--- config.mk ---
export PLATFORM = sky130hd
export DESIGN_NAME = regfile_wb_queue
export DESIGN_NICKNAME = d
export VERILOG_FILES = /design/src/rtl/regfile_wb_queue.sv
export SDC_FILE = /design/constraint.sdc
export NUM_CORES = 1
export LEC_CHECK = 0
export ABC_AREA = 1
export BUFFER_PORTS_ARGS = -buffer_cell sky130_fd_sc_hd__buf_2
export CAP_MARGIN = 20
export CORE_AREA = 2 2 212 162
export CTS_BUF_LIST = sky130_fd_sc_hd__clkbuf_4
export DETAILED_ROUTE_END_ITERATION = 10
export DIE_AREA = 0 0 214 164
export HOLD_SLACK_MARGIN = 0.03
export PLACE_DENSITY = 0.66
export SLEW_MARGIN = 20
export SYNTH_ARGS = -nofsm -noshare
export SYNTH_HDL_FRONTEND = slang
export SYNTH_SLANG_ARGS = --single-unit
--- constraint.sdc ---
create_clock -name CLK -period 3.3 [get_ports CLK]
set_clock_uncertainty 0.05 [all_clocks]
set_input_delay 0.165 -clock CLK [delete_from_list [all_inputs] [get_ports CLK]]
set_output_delay 0.165 -clock CLK [all_outputs]
set_load 0.01 [all_outputs]
--- src/rtl/regfile_wb_queue.sv ---
// regfile_wb_queue
//   In-order write-back queue feeding the register file write port (A3/WD3/WE3).
//   Producers of any latency push (addr, data) requests; one entry drains per
//   cycle in which the register file grants its write port. Two lookup ports
//   report the youngest still-pending write to a register so decode can forward
//   results that have not reached the register file yet.
//
// Ports
//   CLK        clock, all state on rising edge
//   RST        asynchronous active-low reset
//   In_Valid   producer offers a write request
//   In_Ready   queue can accept (not full)
//   In_Addr    destination register index
//   In_Data    write data
//   WB_Grant   register file write port available this cycle
//   WE3        write enable to register file
//   A3         write address to register file
//   WD3        write data to register file
//   LK_A1/2    lookup addresses
//   LK_Hit1/2  a pending write to LK_A1/2 exists
//   LK_D1/2    data of the youngest pending write to LK_A1/2 (0 on miss)
//   Count      occupied entries

module regfile_wb_queue #(
    parameter int unsigned Address_Width       = 5,
    parameter int unsigned Register_File_Width = 32,
    parameter int unsigned Queue_Depth         = 4
) (
    input  logic                             CLK,
    input  logic                             RST,
    input  logic                             In_Valid,
    output logic                             In_Ready,
    input  logic [Address_Width-1:0]         In_Addr,
    input  logic [Register_File_Width-1:0]   In_Data,
    input  logic                             WB_Grant,
    output logic                             WE3,
    output logic [Address_Width-1:0]         A3,
    output logic [Register_File_Width-1:0]   WD3,
    input  logic [Address_Width-1:0]         LK_A1,
    input  logic [Address_Width-1:0]         LK_A2,
    output logic                             LK_Hit1,
    output logic                             LK_Hit2,
    output logic [Register_File_Width-1:0]   LK_D1,
    output logic [Register_File_Width-1:0]   LK_D2,
    output logic [$clog2(Queue_Depth):0]     Count
);

    localparam int unsigned IdxW = $clog2(Queue_Depth);
    localparam int unsigned PtrW = IdxW + 1;

    // Storage
    logic [Address_Width-1:0]       addr_q  [Queue_Depth];
    logic [Register_File_Width-1:0] data_q  [Queue_Depth];
    logic [Queue_Depth-1:0]         valid_q;
    logic [Queue_Depth-1:0]         valid_d;

    // Pointers carry an extra wrap bit so full and empty are distinguishable.
    logic [PtrW-1:0] wr_ptr_q, wr_ptr_d;
    logic [PtrW-1:0] rd_ptr_q, rd_ptr_d;

    logic [IdxW-1:0] wr_idx;
    logic [IdxW-1:0] rd_idx;
    logic            full;
    logic            empty;
    logic            push;
    logic            pop;

    assign wr_idx = wr_ptr_q[IdxW-1:0];
    assign rd_idx = rd_ptr_q[IdxW-1:0];

    assign empty = (wr_ptr_q == rd_ptr_q);
    assign full  = (wr_ptr_q[PtrW-1] != rd_ptr_q[PtrW-1]) && (wr_idx == rd_idx);

    // In_Ready depends only on state, never on WB_Grant.
    assign In_Ready = !full;
    assign Count    = wr_ptr_q - rd_ptr_q;

    // Writes to register 0 complete the handshake but are dropped here.
    assign push = In_Valid && !full && (In_Addr != '0);
    assign pop  = !empty && WB_Grant;

    // Drain port
    always_comb begin
        WE3 = pop;
        A3  = '0;
        WD3 = '0;
        if (!empty) begin
            A3  = addr_q[rd_idx];
            WD3 = data_q[rd_idx];
        end
    end

    // Next-state pointers and valid bits
    always_comb begin
        wr_ptr_d = wr_ptr_q;
        rd_ptr_d = rd_ptr_q;
        valid_d  = valid_q;
        if (push) begin
            wr_ptr_d        = wr_ptr_q + 1'b1;
            valid_d[wr_idx] = 1'b1;
        end
        if (pop) begin
            rd_ptr_d        = rd_ptr_q + 1'b1;
            // push and pop never target the same slot: that would need full or empty
            valid_d[rd_idx] = 1'b0;
        end
    end

    always_ff @(posedge CLK or negedge RST) begin
        if (!RST) begin
            wr_ptr_q <= '0;
            rd_ptr_q <= '0;
            valid_q  <= '0;
        end else begin
            wr_ptr_q <= wr_ptr_d;
            rd_ptr_q <= rd_ptr_d;
            valid_q  <= valid_d;
        end
    end

    always_ff @(posedge CLK or negedge RST) begin
        if (!RST) begin
            for (int i = 0; i < Queue_Depth; i++) begin
                addr_q[i] <= '0;
                data_q[i] <= '0;
            end
        end else if (push) begin
            addr_q[wr_idx] <= In_Addr;
            data_q[wr_idx] <= In_Data;
        end
    end

    // Lookup: walk from oldest (head) to youngest so the last match wins.
    // Only stored entries are searched; the head still hits while it pops.
    logic [IdxW-1:0] lk_idx;

    always_comb begin
        LK_Hit1 = 1'b0;
        LK_Hit2 = 1'b0;
        LK_D1   = '0;
        LK_D2   = '0;
        lk_idx  = '0;
        for (int i = 0; i < Queue_Depth; i++) begin
            lk_idx = rd_idx + IdxW'(i);
            if (valid_q[lk_idx]) begin
                if ((LK_A1 != '0) && (addr_q[lk_idx] == LK_A1)) begin
                    LK_Hit1 = 1'b1;
                    LK_D1   = data_q[lk_idx];
                end
                if ((LK_A2 != '0) && (addr_q[lk_idx] == LK_A2)) begin
                    LK_Hit2 = 1'b1;
                    LK_D2   = data_q[lk_idx];
                end
            end
        end
    end

endmodule

==> flow_metrics.tcl <==
set metrics [dict create \
    outcome "finished clean" \
    drc 0 \
    maxCapViolCount 0 \
    cts_tree "built" \
    p_leak_nw 8.71 \
    core_um2 33000 \
    drv_slew 0 \
    yosysWarnings 0 \
    finalNetCount 2281 \
    die_area_um2 35100 \
    fp.dieW_um 214 \
    cts_root_buf "clkbuf_4" \
    cp-end-kind "primary output" \
    area_growth_pct 20.6 \
    fp-row-count 58 \
    gp_congestion 0.995 \
    start_util 0.395 \
    fin_crit_sh 0.991 \
    worst-setup-path-type "reg -> out" \
    portBuffers 158 \
    r2r_slack_ps 730 \
    multi_input_area_um2 7990 \
    final_util 0.476 \
    ys_ff_latch 158 \
    maxSlewHeadroom 0.445 \
    hold_viol 0 \
    place_area_um2 14100 \
    synth_area_per_cell_um2 6.29 \
    start_kind "register" \
    cts_sinks 158 \
    reg2reg_depth 10 \
    antenna_found_initial 1 \
    grt_pass1_wl_mm 68.9 \
    syn-num-nets 2136 \
    peakVddDrop_v 0.00107 \
    synthCells 2074 \
    ant_nets 0 \
    synth_top_flop_cell "dfrtp_1" \
    wl_per_cell_um 18.3 \
    cts_inserted_buffers 17 \
    vias_per_cell 5.31 \
    p_total_w 0.0183 \
    synthArstFlopShare 1.00 \
    cp.arrival_ps 3060 \
    initialDrtViolationCount 1334 \
    ctsLongestPathBuffers 2 \
    drive_gt1_frac 0.155 \
    fp.dieH_um 164 \
    synth_cell_types 31 \
    wl_mm 49.2 \
    worst_pin_slew_ps 833 \
    pin_count 159 \
    critPathMaxFanout 8 \
    yosysSeqAreaShare 0.303 \
    period_needed_ps 3270 \
    clock_latency_ps 580 \
    regArea_um2 3960 \
    fillers 3319 \
    hp-class "in -> async" \
    grt_max_degree 133 \
    clk_pin_slew_ps 150 \
    grt_overflow 0 \
    synth_area_um2 13000 \
    timing.final.setup_violations 0 \
    synth-edff-count 0 \
    clock.fmax_mhz 306 \
    worstPathRequired_ps 3080 \
    p_per_area_nw_per_um2 1160 \
    r2r_end "data_q[127]" \
    design_area_um2 15700 \
    vias 14300 \
    rsz0062_at_grt "yes" \
    tns_ps 0 \
    track_usage 0.249 \
    dp_hpwl_mm 28.0 \
    reg2reg_from "rd_ptr_q[0]" \
    htreeDepth 4 \
    grt_pass1_vias 12500 \
    dr.pass1.iters 6 \
]
## power by group
group / switching [W] / internal (W)
logic: 0.00891 / 0.00472
clock network: 0.000739 / 0.000304
registers: 0.000745 / 0.00284
total: 0.0104 / 0.00786
## final cells by class
cell class                 instances  area share
sequential                       158       0.252
timing repair inverter             1    0.000398
inverter                         165      0.0406
antenna                            1    0.000159
clock buffer                      18     0.00859
multi-input combinational       1617       0.508
timing repair buffer             259       0.149
tap                              450      0.0358
clock inverter                    13     0.00581
## cells in the mapped netlist, drive strengths merged (2+ instances only)
cell / number / area share
nand2: 683 / 0.20
nor2: 340 / 0.10
o21ai: 287 / 0.11
inv: 164 / 0.047
dfrtp: 158 / 0.30
nand3: 142 / 0.059
mux2i: 126 / 0.097
buf: 97 / 0.048
clkbuf: 37 / 0.011
a21oi: 10 / 0.0044
ha: 10 / 0.0096
xor2: 9 / 0.0060
nand4: 4 / 0.0024
o2111ai: 2 / 0.0013
## kinds of logic (layout without fill, tap and decap cells)
group,count (synthesis),after routing,synth area share
flops,158,158,0.303
xor+xnor,9,9,0.00604
compound gates,300,300,0.116
simple gates,1171,1171,0.361
buf+inv,299,456,0.106
other cells,0,1,0
mux,126,126,0.0967
fa+ha+maj,11,11,0.0111
## state kept, by name (all words and copies together) (netlist names)
name      flops
wr_ptr_q      3
data_q      128
addr_q       20
rd_ptr_q      3
valid_q       4
## worst max-delay path, cell delays in order (launching register included)
cell,delay (ps)
dfrtp_4,540
inv_6,80
ha_4,240
buf_12,160
nand3_2,80
nand2_1,80
nand2_1,60
nand2_1,90
nor2_4,150
nand3_4,180
buf_6,190
clkbuf_16,190
nor2_1,100
nor2_1,50
nand2_1,50
nand2_1,40
nand2_1,50
buf_2,130
## per-layer routing
metal / GRT usage / part of all wire / vias to the layer above
li1: - / - / 6863
met1: 0.352 / 0.44 / 6526
met2: 0.387 / 0.42 / 763
met3: 0.0476 / 0.11 / 99
met4: 0.0766 / 0.027 / 0
met5: 0 / 0 / -
## worst max-delay path by stage
| stage | startpoint | cells past startpoint | endpoint |
|---|---|---|---|
| floorplan | rd_ptr_q[1] | 20 | LK_D1[11] |
| global placement | rd_ptr_q[0] | 7 | WD3[17] |
| detailed placement | rd_ptr_q[1] | 9 | LK_D2[4] |
| CTS | rd_ptr_q[0] | 16 | LK_D2[8] |
| global route | rd_ptr_q[0] | 16 | LK_D2[23] |
| finish | rd_ptr_q[0] | 17 | LK_D2[9] |
## per-stage QoR
stage	setup WS, ps	std cells	hold WS [ps]
after floorplan	123	2074	-181
after global placement	522	2577	109
after CTS	-44.0	2656	67.8
after global routing	-125	2682	73.1
final	29.8	2682	49.0
after detailed placement	492	2577	118
## repair_timing
item                       4_1_cts  5_1_grt
hold endpoints to repair       212        0
resized for setup               21       87
gates cloned                     5       17
pin swaps                        2       26
setup endpoints to repair       78       84
setup buffers                    3        9
hold buffers                    40        0
## placed cells by master (no fill, tap or decap), types with 23 or more instances in the layout
cell type and instances:
buf_2 150, nor2_1 309, buf_12 23, dfrtp_1 157, dlygate4sd3_1 40, inv_1 158
nand3_1 115, o21ai_0 276, nand3_2 25, mux2i_1 126, nand2_1 656, nand2_2 27
No activity file was read; power rests on OpenSTA's default activity.
